**src/rtl/button_debounce_if.sv**
```systemverilog
// Pin-side and user-side signals of the push-button conditioner, bundled for port hookup.
// No valid/ready here: btn_in is a free-running level, and every *_pulse is a one-cycle strobe that the consumer must sample every clk.
interface button_debounce_if;
  logic       btn_in;
  logic       btn_level;
  logic       press_pulse;
  logic       release_pulse;
  logic       short_pulse;
  logic       long_pulse;
  logic [7:0] press_count;

  modport master (
    input  btn_in,
    output btn_level, press_pulse, release_pulse, short_pulse, long_pulse, press_count
  );

  modport slave (
    output btn_in,
    input  btn_level, press_pulse, release_pulse, short_pulse, long_pulse, press_count
  );
endinterface

```
**src/rtl/button_debounce.sv**
```systemverilog
// Push-button conditioner: 2-flop synchroniser, two-edge debounce, short/long press
// classification and a wrapping press counter. All outputs are registered.
module button_debounce #(
  parameter int DEBOUNCE_CYCLES = 1_000_000,
  parameter int LONG_CYCLES     = 50_000_000,
  parameter int ACTIVE_LOW      = 1
) (
  input  logic                  clk,
  input  logic                  rst_n,
  button_debounce_if.master     bus,
  output logic [2:0]            dbg_state
);

  localparam int DBW = $clog2(DEBOUNCE_CYCLES + 1);
  localparam int HW  = $clog2(LONG_CYCLES + 1);
  localparam logic          INACTIVE  = (ACTIVE_LOW != 0) ? 1'b1 : 1'b0;
  localparam logic [DBW-1:0] DB_LAST  = DBW'(DEBOUNCE_CYCLES - 1);
  localparam logic [HW-1:0]  HOLD_LAST = HW'(LONG_CYCLES - 1);
  localparam logic [HW-1:0]  HOLD_MAX  = HW'(LONG_CYCLES);

  typedef enum logic [2:0] {
    IDLE      = 3'd0,
    PRESS_DB  = 3'd1,
    PRESSED   = 3'd2,
    LONG_HELD = 3'd3,
    REL_DB    = 3'd4
  } state_t;

  state_t         state;
  logic           sync1, sync2;
  logic           act;
  logic [DBW-1:0] db_cnt;
  logic [HW-1:0]  hold_cnt;
  logic [HW-1:0]  hold_next;
  logic           hold_reached;
  logic           long_flag;

  always_ff @(posedge clk or negedge rst_n) begin
    if (!rst_n) begin
      sync1 <= INACTIVE;
      sync2 <= INACTIVE;
    end else begin
      sync1 <= bus.btn_in;
      sync2 <= sync1;
    end
  end

  assign act = sync2 ^ INACTIVE;

  // The long threshold is judged on the value hold_cnt will take this edge, so
  // long_pulse lands exactly LONG_CYCLES edges after the press_pulse edge.
  assign hold_next    = (hold_cnt == HOLD_MAX) ? hold_cnt : hold_cnt + 1'b1;
  assign hold_reached = (hold_cnt >= HOLD_LAST);
  assign dbg_state    = state;

  always_ff @(posedge clk or negedge rst_n) begin
    if (!rst_n) begin
      state             <= IDLE;
      db_cnt            <= '0;
      hold_cnt          <= '0;
      long_flag         <= 1'b0;
      bus.btn_level     <= 1'b0;
      bus.press_pulse   <= 1'b0;
      bus.release_pulse <= 1'b0;
      bus.short_pulse   <= 1'b0;
      bus.long_pulse    <= 1'b0;
      bus.press_count   <= '0;
    end else begin
      bus.press_pulse   <= 1'b0;
      bus.release_pulse <= 1'b0;
      bus.short_pulse   <= 1'b0;
      bus.long_pulse    <= 1'b0;
      if (state == PRESSED || state == LONG_HELD || state == REL_DB)
        hold_cnt <= hold_next;

      case (state)
        IDLE: begin
          db_cnt <= '0;
          if (act) state <= PRESS_DB;
        end

        PRESS_DB: begin
          if (!act) begin
            state  <= IDLE;
            db_cnt <= '0;
          end else if (db_cnt == DB_LAST) begin
            state           <= PRESSED;
            db_cnt          <= '0;
            hold_cnt        <= '0;
            bus.press_pulse <= 1'b1;
            bus.btn_level   <= 1'b1;
            bus.press_count <= bus.press_count + 8'd1;
          end else begin
            db_cnt <= db_cnt + 1'b1;
          end
        end

        PRESSED: begin
          db_cnt <= '0;
          if (hold_reached) begin
            state          <= LONG_HELD;
            long_flag      <= 1'b1;
            bus.long_pulse <= 1'b1;
          end else if (!act) begin
            state <= REL_DB;
          end
        end

        LONG_HELD: begin
          db_cnt <= '0;
          if (!act) state <= REL_DB;
        end

        REL_DB: begin
          if (act) begin
            db_cnt <= '0;
            // A long threshold crossed while bouncing is honoured on the return edge.
            if (long_flag) begin
              state <= LONG_HELD;
            end else if (hold_reached) begin
              state          <= LONG_HELD;
              long_flag      <= 1'b1;
              bus.long_pulse <= 1'b1;
            end else begin
              state <= PRESSED;
            end
          end else if (db_cnt == DB_LAST) begin
            state             <= IDLE;
            db_cnt            <= '0;
            hold_cnt          <= '0;
            long_flag         <= 1'b0;
            bus.btn_level     <= 1'b0;
            bus.release_pulse <= 1'b1;
            bus.short_pulse   <= ~long_flag;
          end else begin
            db_cnt <= db_cnt + 1'b1;
          end
        end

        default: begin
          state  <= IDLE;
          db_cnt <= '0;
        end
      endcase
    end
  end

endmodule

```
**src/flat_wrapper.sv**
```systemverilog
// flat-port wrapper written by rule: the top's interface ports become plain ports
module button_debounce_flat 
#(
  parameter int DEBOUNCE_CYCLES = 1_000_000,
  parameter int LONG_CYCLES     = 50_000_000,
  parameter int ACTIVE_LOW      = 1
)
  (clk, rst_n, dbg_state, bus_btn_in, bus_btn_level, bus_press_pulse, bus_release_pulse, bus_short_pulse, bus_long_pulse, bus_press_count);
  button_debounce_if bus_i ();
  input  logic clk;
  input  logic rst_n;
  output logic [2:0] dbg_state;
  input wire logic [$bits(bus_i.btn_in)-1:0] bus_btn_in;
  output wire logic [$bits(bus_i.btn_level)-1:0] bus_btn_level;
  output wire logic [$bits(bus_i.press_pulse)-1:0] bus_press_pulse;
  output wire logic [$bits(bus_i.release_pulse)-1:0] bus_release_pulse;
  output wire logic [$bits(bus_i.short_pulse)-1:0] bus_short_pulse;
  output wire logic [$bits(bus_i.long_pulse)-1:0] bus_long_pulse;
  output wire logic [$bits(bus_i.press_count)-1:0] bus_press_count;
  assign bus_i.btn_in = bus_btn_in;
  assign bus_btn_level = bus_i.btn_level;
  assign bus_press_pulse = bus_i.press_pulse;
  assign bus_release_pulse = bus_i.release_pulse;
  assign bus_short_pulse = bus_i.short_pulse;
  assign bus_long_pulse = bus_i.long_pulse;
  assign bus_press_count = bus_i.press_count;
  button_debounce #(.DEBOUNCE_CYCLES(DEBOUNCE_CYCLES), .LONG_CYCLES(LONG_CYCLES), .ACTIVE_LOW(ACTIVE_LOW)) u_core (.clk(clk), .rst_n(rst_n), .bus(bus_i), .dbg_state(dbg_state));
endmodule
```
**config.mk**
```make
export PLATFORM = sky130hd
export DESIGN_NAME = button_debounce_flat
export DESIGN_NICKNAME = d
export VERILOG_FILES = /design/src/rtl/button_debounce_if.sv /design/src/rtl/button_debounce.sv /design/src/flat_wrapper.sv
export SDC_FILE = /design/constraint.sdc
export NUM_CORES = 1
export LEC_CHECK = 0
export ABC_AREA = 1
export CAP_MARGIN = 25
export CORE_MARGIN = 4
export CORE_UTILIZATION = 55
export DETAILED_ROUTE_END_ITERATION = 6
export PLACE_DENSITY = 0.74
export SLEW_MARGIN = 20
export SYNTH_ARGS = -nofsm -noshare
export SYNTH_HDL_FRONTEND = slang
export SYNTH_SLANG_ARGS = --single-unit
```
**constraint.sdc**
```tcl
create_clock -name clk -period 4.3 [get_ports clk]
set_clock_uncertainty 0.1 [all_clocks]
set_input_delay 0.86 -clock clk [delete_from_list [all_inputs] [get_ports clk]]
set_output_delay 0.86 -clock clk [all_outputs]
set_load 0.005 [all_outputs]
```
==> metrics.txt, run 1 <==
share of final-layout standard cells stronger than drive strength 1 between 10% and 20%; share of the clock period used by the worst path after layout between 50% and 60%; overall die area 0.00878 mm^2; Resized cells post-CTS 0; gate count of the mapped netlist 554; Post-route DRC 0; number of buffers and inverters on the critical path 1; # rows 30; Mean Syn Cell Area 7.29 um^2; gpl congestion 0.912; count of unique library cells instantiated by Yosys between 40 and 50; kind of path behind the tightest hold check register to register; total of warnings raised by yosys 0; input/output buffers 18; post-synthesis sequential element count 65; maximum number of pins on one net before global-route repair 41; first drt pass iteration count 5; floorplan core area 0.00694 mm^2; Highest Clock Rate between 0.4 and 0.5 GHz; setup repair after global routing missed its margin false; setup_tns 0 ns; cts bufs inserted 9; number of failing setup endpoints in the final timing report 0; highest cell delay on the worst timing path approximately 0.57 ns; Data required, critical path 3.34 ns; capturing element type of the critical path primary output; reported max-cap violation count 0; Worst-Margin Slew a little over 0.9 ns; clock latency of the later-clocked register in the worst-skew pair between 0.3 and 0.4 ns; Post-Place Cell Area roughly 0.0043 mm^2; routed via count divided by cell count ~5.2; hpwl dp about 6.8 mm; sequential share of the synthesized area between 40% and 50%; biggest fanout along the worst timing path 5; top library cells by usage in the layout, fill and taps aside sky130_fd_sc_hd__nand2_1 (133), sky130_fd_sc_hd__nor2_1 (96), sky130_fd_sc_hd__inv_1 (65); Antenna diodes 0; Largest delay share family, worst path buffers and inverters; Synth Net Count about 560; Critical Path Start Type register; Leak Pwr ~0.002 uW; outcome finished clean; vias in the first global route ~3500; total routing resource utilization after global routing between 20% and 30%; class of the most critical setup path register to primary output; root buffer cell sky130_fd_sc_hd__clkbuf_8; area growth from synthesis to final layout 11.4%; deepest level of the CTS H-tree 3; buffer depth of the longest clock path 2; top-level I/O count 19; register clock-pin slew on the reported worst setup and hold paths about 0.07 ns; CP Cell Sequence clkdlybuf4s50_1; Design Power 1830 uW; post-CTS repair timing setup buffer count 0; PD cells slightly above 400 mW/mm^2; initial antenna violation count 0; nets about 600; flip-flop cell with the highest count after synthesis sky130_fd_sc_hd__dfrtp_1; number of enable-type register cells in the synthesized netlist 0; total standard cell area after synthesis 0.00404 mm^2; Avg WL per Cell about 13 um; first-pass GRT wire length around 16 mm; grt total ovfl 0; sinks on the clock net 65; vertical extent of the die between 90 and 100 um; Detail Route Antenna Nets 0; number of buffers inserted by hold repair at cts 0; max-slew headroom at the worst pin 39.1%; number of hold-slack violations in the final timing report 0; master of the slowest instance on the critical path sky130_fd_sc_hd__clkdlybuf4s50_1; clock tree from TritonCTS built; Synth async-reset ratio 100%; number of pins with negative max-slew slack in the final report 0; most common cell after layout, fill and taps aside sky130_fd_sc_hd__nand2_1; Die Wd between 90 and 100 um; vias after detailed routing between 3000 and 4000; post-layout min period between 2 and 2.5 ns; final instance area between 0.004 and 0.005 mm^2; Max IR drop VDD between 0.2 and 0.25 mV; arrival time reported for the critical path endpoint roughly 1.4 ns; sum of routed wire length over all layers about 9.0 mm; initial core utilization 58.2%; initial detailed-routing violation count roughly 160
==> synthesized netlist by cell type, types with 5 or more instances <==
library cell	instances	area share [%]
sky130_fd_sc_hd__inv_1	65	6.0
sky130_fd_sc_hd__nand2_2	7	1.1
sky130_fd_sc_hd__nand4_1	11	1.7
sky130_fd_sc_hd__nand2_1	133	12
sky130_fd_sc_hd__nor3_1	24	3.0
sky130_fd_sc_hd__xor2_1	15	3.3
sky130_fd_sc_hd__nor2_2	7	1.1
sky130_fd_sc_hd__dfrtp_1	63	39
sky130_fd_sc_hd__nor2_1	96	8.9
sky130_fd_sc_hd__a21oi_1	20	2.5
sky130_fd_sc_hd__nor2_4	5	1.4
sky130_fd_sc_hd__nand3_1	37	4.6
sky130_fd_sc_hd__o21ai_0	10	1.2
sky130_fd_sc_hd__inv_2	10	0.93
==> path summary, 6_finish.rpt <==
kind | depth (start not counted) | slack, ns | startpoint | endpoint
setup / recovery | 1 | 1.93 | u_core.dbg_state[2]$_DFFE_PN0P_ | dbg_state[2]
hold / removal | 0 | 0.26 | u_core.sync1$_DFF_PN1_ | u_core.sync2$_DFF_PN1_
min in group asynchronous | 1 | 0.55 | rst_n | u_core.hold_cnt[1]$_DFF_PN0_
hold reg to reg | 0 | 0.26 | u_core.sync1$_DFF_PN1_ | u_core.sync2$_DFF_PN1_
max in group asynchronous | 2 | 2.65 | rst_n | u_core.dbg_state[0]$_DFFE_PN0P_
setup reg to reg | 6 | 2.23 | u_core.db_cnt[0]$_DFF_PN0_ | u_core.bus.press_count[1]$_DFFE_PN0P_
==> metrics by stage <==
step	setup slack (ns)	hold WS [ns]	std cells	utilization, %
final	1.93	0.256	680	64.8
after global routing	1.87	0.265	680	64.8
after CTS	1.90	0.257	680	64.8
after detailed placement	2.20	0.247	665	62.0
after global placement	2.25	0.246	665	62.0
after floorplan	2.48	0.245	554	-
==> metal layers <==
metal  routed length [um]  global-route usage (%)  vias up
li1                     -                       -     1821
met5                    0                       0        -
met3                  343                    4.65       17
met2                 4520                    39.0       69
met4                  196                    9.03        0
met1                 3900                    27.9     1641
==> final cells by class <==
type / count / area, um^2
multi-input combinational: 409 / 2090
timing repair buffer: 19 / 183
inverter: 76 / 288
clock buffer: 10 / 138
fill: 632 / 2440
tap: 96 / 120
sequential: 65 / 1630
clock inverter: 5 / 56.3
==> cells by family (layout without fill, tap and decap cells) <==
group | Yosys count | count (layout) | share of synthesized area [%]
buffers and inverters | 80 | 110 | 7.99
XOR/XNOR | 18 | 18 | 3.90
AND/OR/NAND/NOR | 341 | 341 | 39.7
AO/OA/AOI/OAI | 45 | 45 | 6.60
flip-flops | 65 | 65 | 40.3
adder cells (fa/ha/maj) | 4 | 4 | 1.24
multiplexers | 1 | 1 | 0.279
==> report_power, final <==
part | switching, uW | internal, uW | leakage (uW)
Combinational | 354 | 183 | 0.00107
Sequential | 93.7 | 683 | 0.000860
Clock | 237 | 279 | 0.0000981
==> flip-flops by register name, summed over array words and instances, names as in the netlist <==
signal / count
u_core.long_flag: 1
u_core.bus.short_pulse: 1
u_core.dbg_state: 3
u_core.bus.release_pulse: 1
u_core.bus.press_count: 8
u_core.bus.long_pulse: 1
u_core.hold_cnt: 26
u_core.bus.press_pulse: 1
u_core.sync1: 1
u_core.db_cnt: 20
u_core.sync2: 1
u_core.bus.btn_level: 1
No activity file was read; power rests on OpenSTA's default activity.
==> run 2: changes to the inputs <==
==> constraint.sdc (replaced) <==
create_clock -name clk -period 2.4 [get_ports clk]
set_clock_uncertainty 0.1 [all_clocks]
set_input_delay 0.48 -clock clk [delete_from_list [all_inputs] [get_ports clk]]
set_output_delay 0.48 -clock clk [all_outputs]
set_load 0.005 [all_outputs]
==> metrics.txt, run 2 (synthesis results as in run 1) <==
Critical Path Start Type register; Die Wd 93.7 um (unchanged); Data required, critical path 2.60 ns (-0.74 ns); PD cells 734 mW/mm^2 (+81%); FF/Latch Area 0.00163 mm^2 (unchanged); Avg WL per Cell 13.5 um (+2.8%); Resized cells post-CTS 0 (unchanged); Post-Place Cell Area 0.00433 mm^2 (+0.64%); # rows 30 (unchanged); clock latency of the later-clocked register in the worst-skew pair 0.35 ns (about the same); Crit Reg-Reg Endpoint u_core.dbg_state[0]$_DFFE_PN0P_; register clock-pin slew on the reported worst setup and hold paths 0.08 ns (about the same); post-CTS repair timing setup buffer count 0 (unchanged); number of buffers inserted by hold repair at cts 0 (unchanged); outcome finished clean; number of failing setup endpoints in the final timing report 0 (unchanged); Antenna diodes 0 (unchanged); footprint of the multi-input gates 0.00209 mm^2 (unchanged); reported max-cap violation count 0 (unchanged); biggest fanout along the worst timing path 17 (+12); Leak Pwr 0.00205 uW (+0.87%); Detail Route Antenna Nets 0 (unchanged); Post-route DRC 0 (unchanged); input/output buffers 18 (unchanged); source of the critical timing path u_core.db_cnt[0]$_DFF_PN0_; routed via count divided by cell count 5.34 (+2.3%); nets 589 (+0.34%); sinks on the clock net 65 (unchanged); clock tree from TritonCTS built; buffer depth of the longest clock path 2 (unchanged); area growth from synthesis to final layout 12.3%; setup_tns 0 ns (unchanged); worst reg-to-reg path cell count 9 (+3); origin of the critical flop-to-flop path u_core.db_cnt[0]$_DFF_PN0_; largest registers ranked by flip-flop count u_core.hold_cnt (26), u_core.db_cnt (20), u_core.bus.press_count (8); critical path depth 9 (+8); vertical extent of the die 93.7 um (unchanged); fill cell total of the finished layout 603 (-4.6%); master of the slowest instance on the critical path sky130_fd_sc_hd__dfrtp_1; Worst-Margin Slew 0.372 ns (-0.542 ns); Max IR drop VDD 0.500 mV (+130%); cts bufs inserted 9 (unchanged); share of the clock period used by the worst path after layout around 86%; top register by number of flip-flops u_core.hold_cnt; root buffer cell sky130_fd_sc_hd__clkbuf_8; total routing resource utilization after global routing 23.0% (+0.24 points); most common cell after layout, fill and taps aside sky130_fd_sc_hd__nand2_1; initial antenna violation count 0 (unchanged); maximum number of pins on one net before global-route repair 66 (+61%); top library cells by usage in the layout, fill and taps aside sky130_fd_sc_hd__nand2_1 (133), sky130_fd_sc_hd__nor2_1 (96), sky130_fd_sc_hd__inv_1 (65); grt total ovfl 0 (unchanged); flip-flop count of the largest register, all copies and words added 26 (unchanged); gpl congestion 0.923 (+1.2%); cell type with the highest occurrence count on the critical path sky130_fd_sc_hd__nand2_1; vias after detailed routing 3645 (+2.7%); post-layout min period approximately 2 ns; number of hold-slack violations in the final timing report 0 (unchanged); top-level I/O count 19 (unchanged); capturing element type of the critical path register; final instance area 0.00454 mm^2 (+0.78%); class of the most critical setup path register to register; max-slew headroom at the worst pin 75.0% (+36 points); number of buffers and inverters on the critical path 0 (-1); initial core utilization 58.2% (unchanged); initial detailed-routing violation count 135 (-14%); vias in the first global route 3563 (+3.0%); first drt pass iteration count 4 (-1); hpwl dp 6.80 mm (+0.13%); sum of routed wire length over all layers 9.25 mm (+3.3%); Critical path destination u_core.dbg_state[0]$_DFFE_PN0P_; share of final-layout standard cells stronger than drive strength 1 12.6% (+0.45 points); Largest delay share family, worst path simple AND/OR/NAND/NOR gates; worst setup slack for register-to-register paths 0.34 ns (-1.89 ns); CP Cell Sequence ha_1 > nand3_4 > nor3b_4 > nand2_4 > nand2_2 > nand2_1 > nor2_1 > nand2_1 > nand2_1; kind of path behind the tightest hold check input pin to asynchronous set/reset pin; Highest Clock Rate 0.486 GHz; setup repair after global routing missed its margin false; floorplan core area 0.00694 mm^2 (unchanged); arrival time reported for the critical path endpoint 2.25 ns (+0.84 ns); number of pins with negative max-slew slack in the final report 0 (unchanged); first-pass GRT wire length 16.0 mm (+0.87%); deepest level of the CTS H-tree 3 (unchanged); overall die area 0.00878 mm^2 (unchanged); highest cell delay on the worst timing path 0.42 ns (-0.15 ns)
run 2: cell count changes in the layout (fill, tap and decap cells not counted), sizes merged:
cell	previous run	this run
buf	2	4
clkbuf	10	9
inv	76	78
run 2: how the worst min path moves through the flow:
stage | slack, ns | start | to | cells past startpoint
floorplan | 0.08 | rst_n | u_core.bus.btn_level$_DFFE_PN0P_ | 0
global placement | 0.25 | u_core.sync1$_DFF_PN1_ | u_core.sync2$_DFF_PN1_ | 0
detailed placement | 0.25 | u_core.sync1$_DFF_PN1_ | u_core.sync2$_DFF_PN1_ | 0
CTS | 0.04 | rst_n | u_core.db_cnt[0]$_DFF_PN0_ | 2
global route | 0.05 | rst_n | u_core.db_cnt[2]$_DFF_PN0_ | 2
finish | 0.04 | rst_n | u_core.hold_cnt[5]$_DFF_PN0_ | 2
run 2: where the power goes:
| group | total, uW | leakage, uW | switching, uW | internal, uW |
|---|---|---|---|---|
| clock network | 962 | 0.000100 | 474 | 488 |
| logic | 973 | 0.00109 | 643 | 330 |
| registers | 1400 | 0.000860 | 173 | 1220 |
run 2: routing by layer:
layer / vias to the layer above / GRT usage, % / wire [um]
met3: 24 / 6.01 / 426
met4: 0 / 7.22 / 216
met5: - / 0 / 0
met2: 90 / 41.2 / 4710
li1: 1821 / - / -
met1: 1710 / 26.6 / 3900
run 2: final cells by class:
class,count,area share (%)
Multi-Input combinational cell,409,46.0
Sequential cell,65,35.9
Inverter,76,6.34
Timing Repair Buffer,21,4.63
Clock buffer,9,2.73
Tap cell,96,2.65
Clock inverter,7,1.71
run 2: through the flow:
step	hold slack (ns)	cells	total power, uW	setup slack [ns]	utilization, %
after global routing	0.0550	683	3540	0.117	65.3
after detailed placement	0.250	667	2380	0.317	62.4
final	0.0353	683	3330	0.343	65.3
after CTS	0.0375	683	3360	0.310	65.3
after floorplan	0.0844	554	2140	0.584	-
after global placement	0.246	667	2350	0.424	62.4
